--- src/rtl/mem_port_arbiter.sv ---
// Fetch/data arbiter onto a single-cycle synchronous memory port.
// Define FAIR_ARB_EN to enable the fetch starvation guard.
module mem_port_arbiter #(
   parameter int DATA_W     = 32,
   parameter int ADDR_W     = 32,
   parameter int STARVE_MAX = 4
) (
   input  logic              clk,
   input  logic              rst_n,
   input  logic              if_req,
   input  logic [ADDR_W-1:0] if_addr,
   output logic              if_gnt,
   output logic              if_rvalid,
   output logic [DATA_W-1:0] if_rdata,
   input  logic              dm_req,
   input  logic              dm_we,
   input  logic              dm_byte,
   input  logic [ADDR_W-1:0] dm_addr,
   input  logic [DATA_W-1:0] dm_wdata,
   output logic              dm_gnt,
   output logic              dm_rvalid,
   output logic [DATA_W-1:0] dm_rdata,
   output logic              mem_en,
   output logic              mem_we,
   output logic [3:0]        mem_be,
   output logic [ADDR_W-3:0] mem_addr,
   output logic [DATA_W-1:0] mem_wdata,
   input  logic [DATA_W-1:0] mem_rdata,
   output logic              stall
);

   typedef enum logic [1:0] {
      OWN_NONE,
      OWN_FETCH,
      OWN_LOAD_W,
      OWN_LOAD_B
   } owner_e;

   owner_e     owner_q, owner_d;
   logic [1:0] off_q, off_d;
   logic       fetch_first;
   logic       unused_addr;

   assign unused_addr = ^if_addr[1:0];

`ifdef FAIR_ARB_EN
   localparam int CW = $clog2(STARVE_MAX + 1);

   logic [CW-1:0] starve_q, starve_d;

   assign fetch_first = (starve_q == CW'(STARVE_MAX));

   always_comb begin
      starve_d = starve_q;
      if (!if_req || if_gnt)
         starve_d = '0;
      else if (starve_q != CW'(STARVE_MAX))
         starve_d = starve_q + 1'b1;
   end

   always_ff @(posedge clk) begin
      if (!rst_n)
         starve_q <= '0;
      else
         starve_q <= starve_d;
   end
`else
   assign fetch_first = 1'b0;
`endif

   assign if_gnt = rst_n & if_req & (~dm_req | fetch_first);
   assign dm_gnt = rst_n & dm_req & ~if_gnt;
   assign stall  = (if_req & ~if_gnt) | (dm_req & ~dm_gnt);

   always_comb begin
      mem_en    = if_gnt | dm_gnt;
      mem_we    = dm_gnt & dm_we;
      mem_be    = 4'b0000;
      mem_addr  = '0;
      mem_wdata = '0;
      if (if_gnt) begin
         mem_be   = 4'b1111;
         mem_addr = if_addr[ADDR_W-1:2];
      end else if (dm_gnt) begin
         mem_be   = 4'b1111;
         mem_addr = dm_addr[ADDR_W-1:2];
         if (dm_we) begin
            mem_wdata = dm_wdata;
            // Byte stores replicate the byte so any lane picks it up.
            if (dm_byte) begin
               mem_be    = 4'b0001 << dm_addr[1:0];
               mem_wdata = {(DATA_W/8){dm_wdata[7:0]}};
            end
         end
      end
   end

   always_comb begin
      owner_d = OWN_NONE;
      off_d   = dm_addr[1:0];
      if (if_gnt)
         owner_d = OWN_FETCH;
      else if (dm_gnt && !dm_we)
         owner_d = dm_byte ? OWN_LOAD_B : OWN_LOAD_W;
   end

   always_ff @(posedge clk) begin
      if (!rst_n) begin
         owner_q <= OWN_NONE;
         off_q   <= 2'b00;
      end else begin
         owner_q <= owner_d;
         off_q   <= off_d;
      end
   end

   assign if_rvalid = (owner_q == OWN_FETCH);
   assign dm_rvalid = (owner_q == OWN_LOAD_W) | (owner_q == OWN_LOAD_B);
   assign if_rdata  = if_rvalid ? mem_rdata : '0;

   always_comb begin
      dm_rdata = '0;
      if (owner_q == OWN_LOAD_W)
         dm_rdata = mem_rdata;
      else if (owner_q == OWN_LOAD_B)
         dm_rdata[7:0] = mem_rdata[8*off_q +: 8];
   end

endmodule

--- config.mk ---
export PLATFORM = sky130hd
export DESIGN_NAME = mem_port_arbiter
export DESIGN_NICKNAME = d
export VERILOG_FILES = /design/src/rtl/mem_port_arbiter.sv
export SDC_FILE = /design/constraint.sdc
export NUM_CORES = 1
export LEC_CHECK = 0
export CORE_AREA = 2 2 105 107
export DETAILED_ROUTE_END_ITERATION = 16
export DIE_AREA = 0 0 107 109
export PLACE_DENSITY_LB_ADDON = 0.15
export SETUP_SLACK_MARGIN = 0.15
export SLEW_MARGIN = 0
export SYNTH_ARGS = -nofsm -noshare
export SYNTH_HDL_FRONTEND = slang
export SYNTH_SLANG_ARGS = --single-unit
--- constraint.sdc ---
create_clock -name clk -period 1.4 [get_ports clk]
set_input_delay 0.28 -clock clk [delete_from_list [all_inputs] [get_ports clk]]
set_output_delay 0.28 -clock clk [all_outputs]
set_load 0.03 [all_outputs]
* Word-level counts from Yosys, hierarchy flattened
Cells that the tools add are included.
** Word-level totals
- Bits in registers :: 4
- Input port bits :: 134
** Cells by class
- Eq/ne operators :: 3
- Shift operators :: 2
- Mux-type cells :: 17
- Bitwise logic cells :: 15
- Reductions and logical operators :: 3
** Operators with widths (count)
- two-way mux 32 bit :: 5
- two-way mux 30 bit :: 2
- indexed part select 32 x 6 -> 8 bit :: 1
- two-way mux 24 bit :: 1
- two-way mux 4 bit :: 4
- two-way mux 8 bit :: 2
- AND 1 bit :: 7
- inverter 1 bit :: 5
- == test 2 bit, second input constant :: 2
- << shifter 1 x 2 -> 4 bit, first input constant :: 1
- two-way mux 1 bit :: 3
- OR 1 bit :: 3
- OR reduction 3 bit :: 1
- == test 2 x 1 -> 1 bit, second input constant :: 1
- logical AND 1 bit :: 1
- zero test 1 bit :: 1

* Longest topological paths before layout
Gate-level depths: netlist of run 1.
- Depth after elaboration :: 7
- Mapped depth :: 5
- Mapped depth without buffers :: 3

* Worst setup path after synthesis of run 1
No wires, ideal clock.
- Path kind :: input -> output
- From :: input port dm_req
- To :: output port mem_wdata[22]
- Data arrival time :: 1.260 ns
- Required time :: 1.120 ns
- Setup slack :: -0.140 ns
- Stages on the path :: 5
- Path buffers :: 2
- Cells stage by stage :: and2_1 > buf_2 > nand2_2 > buf_2 > a21oi_1
** Between the ends
- Longest elaborated chain between the ends :: 6
- Elaborated cells on any way between the ends :: 7
** RTL lines
- start, declared :: RTL line 15 : input logic dm_req,
- inverter 1 bit :: RTL line 71 : assign if_gnt = rst_n & if_req & (~dm_req | fetch_first);
- AND 1 bit :: RTL line 71
- inverter 1 bit :: RTL line 72 : assign dm_gnt = rst_n & dm_req & ~if_gnt;
- AND 1 bit :: RTL line 72
- two-way mux 32 bit :: RTL line 84 : end else if (dm_gnt) begin
- two-way mux 32 bit (*) :: RTL line 81 : if (if_gnt) begin
- end, declared :: RTL line 27 : output logic [DATA_W-1:0] mem_wdata,
Every way passes the cells marked *; elsewhere a longest branch is shown, timed or not.

* Worst setup path in the final report of run 1
- From :: register off_q[1]
- To :: output port dm_rdata[6]
** Between the ends
- Longest elaborated chain between the ends :: 3
** RTL lines
- start, declared :: RTL line 40 : logic [1:0] off_q, off_d;
- start signal, assigned :: RTL line 110 : off_q <= 2'b00;
- start signal, assigned :: RTL line 113 : off_q <= off_d;
- indexed part select 32 x 6 -> 8 bit :: RTL line 126 : dm_rdata[7:0] = mem_rdata[8*off_q +: 8];
- two-way mux 8 bit :: RTL line 125 : else if (owner_q == OWN_LOAD_B)
- two-way mux 8 bit :: RTL line 123 : if (owner_q == OWN_LOAD_W)
- end, declared :: RTL line 22 : output logic [DATA_W-1:0] dm_rdata,
Every way passes these cells.

==> results by group, run 1 <==
Run status
  • Run status: finished with violations
  • Failing checks: negative setup slack

Timing
  • Min cycle time layout: 1.85 ns
  • Count of final setup violators: 127
  • Final WS setup: -0.452 ns
  • RSZ-0062 raised after global routing: yes
  • Hold WS: 0.412 ns
  • Final period util: 1.32
  • Slew HR: 0.821
  • F_max: 540 MHz
  • Measured slew at the worst slew-check pin: 0.268 ns
  • Hold Fails Final Rpt: 0
  • Final Slew Violations: 0

Synthesis
  • Unique masters post-synth: 25
  • Mapped Area: 1550 um2
  • Syn avg cell area: 6.69 um2
  • Post-Syn Instances: 231
  • Synthesized flop and latch total: 4
  • Fraction of the yosys area taken by sequential cells: 0.0518
  • Syn_nets: 365
  • Synthesis warning total: 0

Finish
  • Area Growth Syn to Fin: 328%
  • Layout cells sized above 1: 0.690
  • Fin nets: 698
  • Non-Filler Instances: 702
  • Ant diodes: 0

Setup path
  • Crit-path slowest cell: a221o_2
  • CP cell instances: buf_6, and4b_2, buf_6, a221o_2, buf_6
  • Crit-path max cell delay: 0.37 ns
  • Critical Path Start Type: register
  • Crit-path max FO: 5
  • WS Path Type: reg -> out
  • Buf+Inv Stages, Crit Path: 3
  • Delay-heaviest family, CP: buffers and inverters
  • Most used cell, CP: buf_6
  • Worst EP arrival: 1.57 ns
  • CP required: 1.12 ns
  • Worst Setup End Kind: output pin
  • Crit path from: off_q[1]$_SDFF_PN0_

Min path
  • Hold path start: rst_n
  • Worst Hold Depth: 3
  • Min-delay worst type: in -> reg
  • Hold Path Sink: off_q[1]$_SDFF_PN0_

Detailed routing
  • WL final: 12.1 mm
  • Iteration-0 DRC Markers: 72
  • Total number of vias: 3163
  • Vias per std cell: 4.51
  • DRT antenna net count: 0
  • DRC Markers: 0
  • DR pass1 iterations: 4
  • Post-DR wirelength/cell: 17.3 um

CTS
  • CTS HTree Levels: 1
  • Hold_buf cts: 0
  • Clk root buf: clkbuf_8
  • Clk buf depth: 2
  • CTS clk-pin slew, worst paths: 0.03 ns
  • TritonCTS clock tree: yes
  • Clock Sinks: 4
  • CTS Buf Count: 3

Floorplanning
  • Core Footprint: 10600 um2
  • Die height: 109 um
  • Die width: 107 um
  • Die footprint: 11700 um2
  • Placement Rows: 38
  • Number of I/O pins: 271
  • Initial cell density of the core: 0.146

Global routing
  • Largest net degree at the start of global routing: 14
  • Grt ovf: 0
  • GRT Util Overall: 0.193
  • First-pass GRT wire length: 17.7 mm
  • Vias in the first global route: 3387
  • Antenna violations before repair: 1

Power
  • Pwr per Cell Area: 362 nW/um2
  • VDD IR max: 0.210 mV
  • P_leak: 2.92 nW

Placed design
  • RD Place Congestion: 0.715
  • HPWL Detailed: 8.24 mm
  • IO buf count: 268
  • Dpl cells: 657

Job
  • Max Cap Viol: 0
[layout by cell type, fill, tap and decap left out, types with 2 or more instances in the layout]
cell	netlist	routed
nand2b_1	26	25
buf_16	0	13
clkbuf_8	0	3
nand2_1	11	2
dlygate4sd2_1	0	10
dfxtp_4	0	2
a22o_4	0	30
a221o_2	0	8
buf_12	0	17
nand2_2	1	8
buf_8	0	5
and2_4	1	58
buf_6	4	157
mux2i_1	8	7
and2b_4	0	2
and2_1	59	2
clkdlybuf4s50_1	0	114
clkbuf_16	0	2
a21oi_4	0	28
buf_4	0	29
dlymetal6s2s_1	0	2
and3_4	0	8
nor2_1	10	8
[registers in the layout, indices dropped and copies added (netlist names)]
| name | flops |
|---|---|
| off_q | 2 |
| owner_q | 2 |
[cells in the mapped netlist]
master	instances	area (um2)
and2_1	59	369
a22o_1	30	263
a21oi_1	28	140
nand2b_1	26	163
buf_2	12	60.1
nand2_1	11	41.3
nor2_1	10	37.5
a221o_1	8	80.1
and3_1	8	50.1
clkbuf_1	8	30.0
mux2i_1	8	80.1
buf_6	4	45.0
dfxtp_1	4	80.1
and2b_1	2	15.0
inv_1	2	7.51
o21ai_0	2	10.0
a21o_1	1	7.51
and2_4	1	8.76
and3b_1	1	8.76
and4b_1	1	10.0
nand2_2	1	6.26
nand3_1	1	5.00
nor2b_4	1	13.8
o21ai_2	1	8.76
or2_2	1	6.26
[repair_timing]
item	in CTS	in global routing
cloned	14	2
buffers inserted	19	7
pin swaps	38	22
resized for setup	258	22
setup endpoints to repair	137	136
[worst max-delay path by stage]
| stage | to | cells past startpoint |
|---|---|---|
| 4_1_cts | dm_rdata[6] | 5 |
| 6_report | dm_rdata[6] | 5 |
| 2_1_floorplan | dm_rdata[0] | 5 |
| 3_3_place_gp | dm_rdata[0] | 6 |
| 3_5_place_dp | dm_rdata[0] | 6 |
| 5_1_grt | dm_rdata[7] | 5 |
[area by class of cell]
class | count | area (um2)
repair buffers | 352 | 4110
fillers | 833 | 3980
multi-input cells | 201 | 2190
flip-flops and latches | 4 | 88.8
inverters | 2 | 16.3
clock buffers | 3 | 41.3
well taps | 140 | 175
[per-stage QoR]
step	setup slack [ns]	setup TNS, ns	utilization	area (um2)	power (mW)
after floorplan	-0.0499	-0.399	-	2370	0.950
after global placement	-0.836	-38.49	0.479	5070	1.73
after detailed placement	-0.854	-39.55	0.479	5070	1.73
after CTS	-0.482	-28.62	0.605	6420	2.35
after global routing	-0.483	-34.08	0.625	6620	2.50
final	-0.452	-29.44	0.625	6620	2.40
[power breakdown]
part           switching [mW]  total (mW)  internal (mW)  leakage (nW)
clock                  0.0507       0.233          0.182        0.0216
combinational           0.877        2.04           1.16          2.87
sequential            0.00828       0.128          0.120        0.0348
[per-layer routing]
| layer | global-route usage | vias up | share of wire |
|---|---|---|---|
| met5 | 0 | - | 0.00091 |
| met4 | 0.0538 | 2 | 0.022 |
| met3 | 0.0484 | 18 | 0.084 |
| met2 | 0.404 | 184 | 0.57 |
| met1 | 0.184 | 1479 | 0.33 |
| li1 | - | 1480 | - |
[cell families after synthesis]
| group | Yosys count | share of synthesized area |
|---|---|---|
| AO/OA/AOI/OAI | 70 | 0.329 |
| buffers and inverters | 26 | 0.0922 |
| flip-flops | 4 | 0.0518 |
| multiplexers | 8 | 0.0518 |
| AND/OR/NAND/NOR | 123 | 0.475 |
Power figures use the tool's default switching activity.
==> run 2: changes to the inputs <==
- CTS_CLUSTER_SIZE: not set -> 24
==> results of run 2 <==
Same layout as run 1: the final DEF is identical, and so are final timing and power.
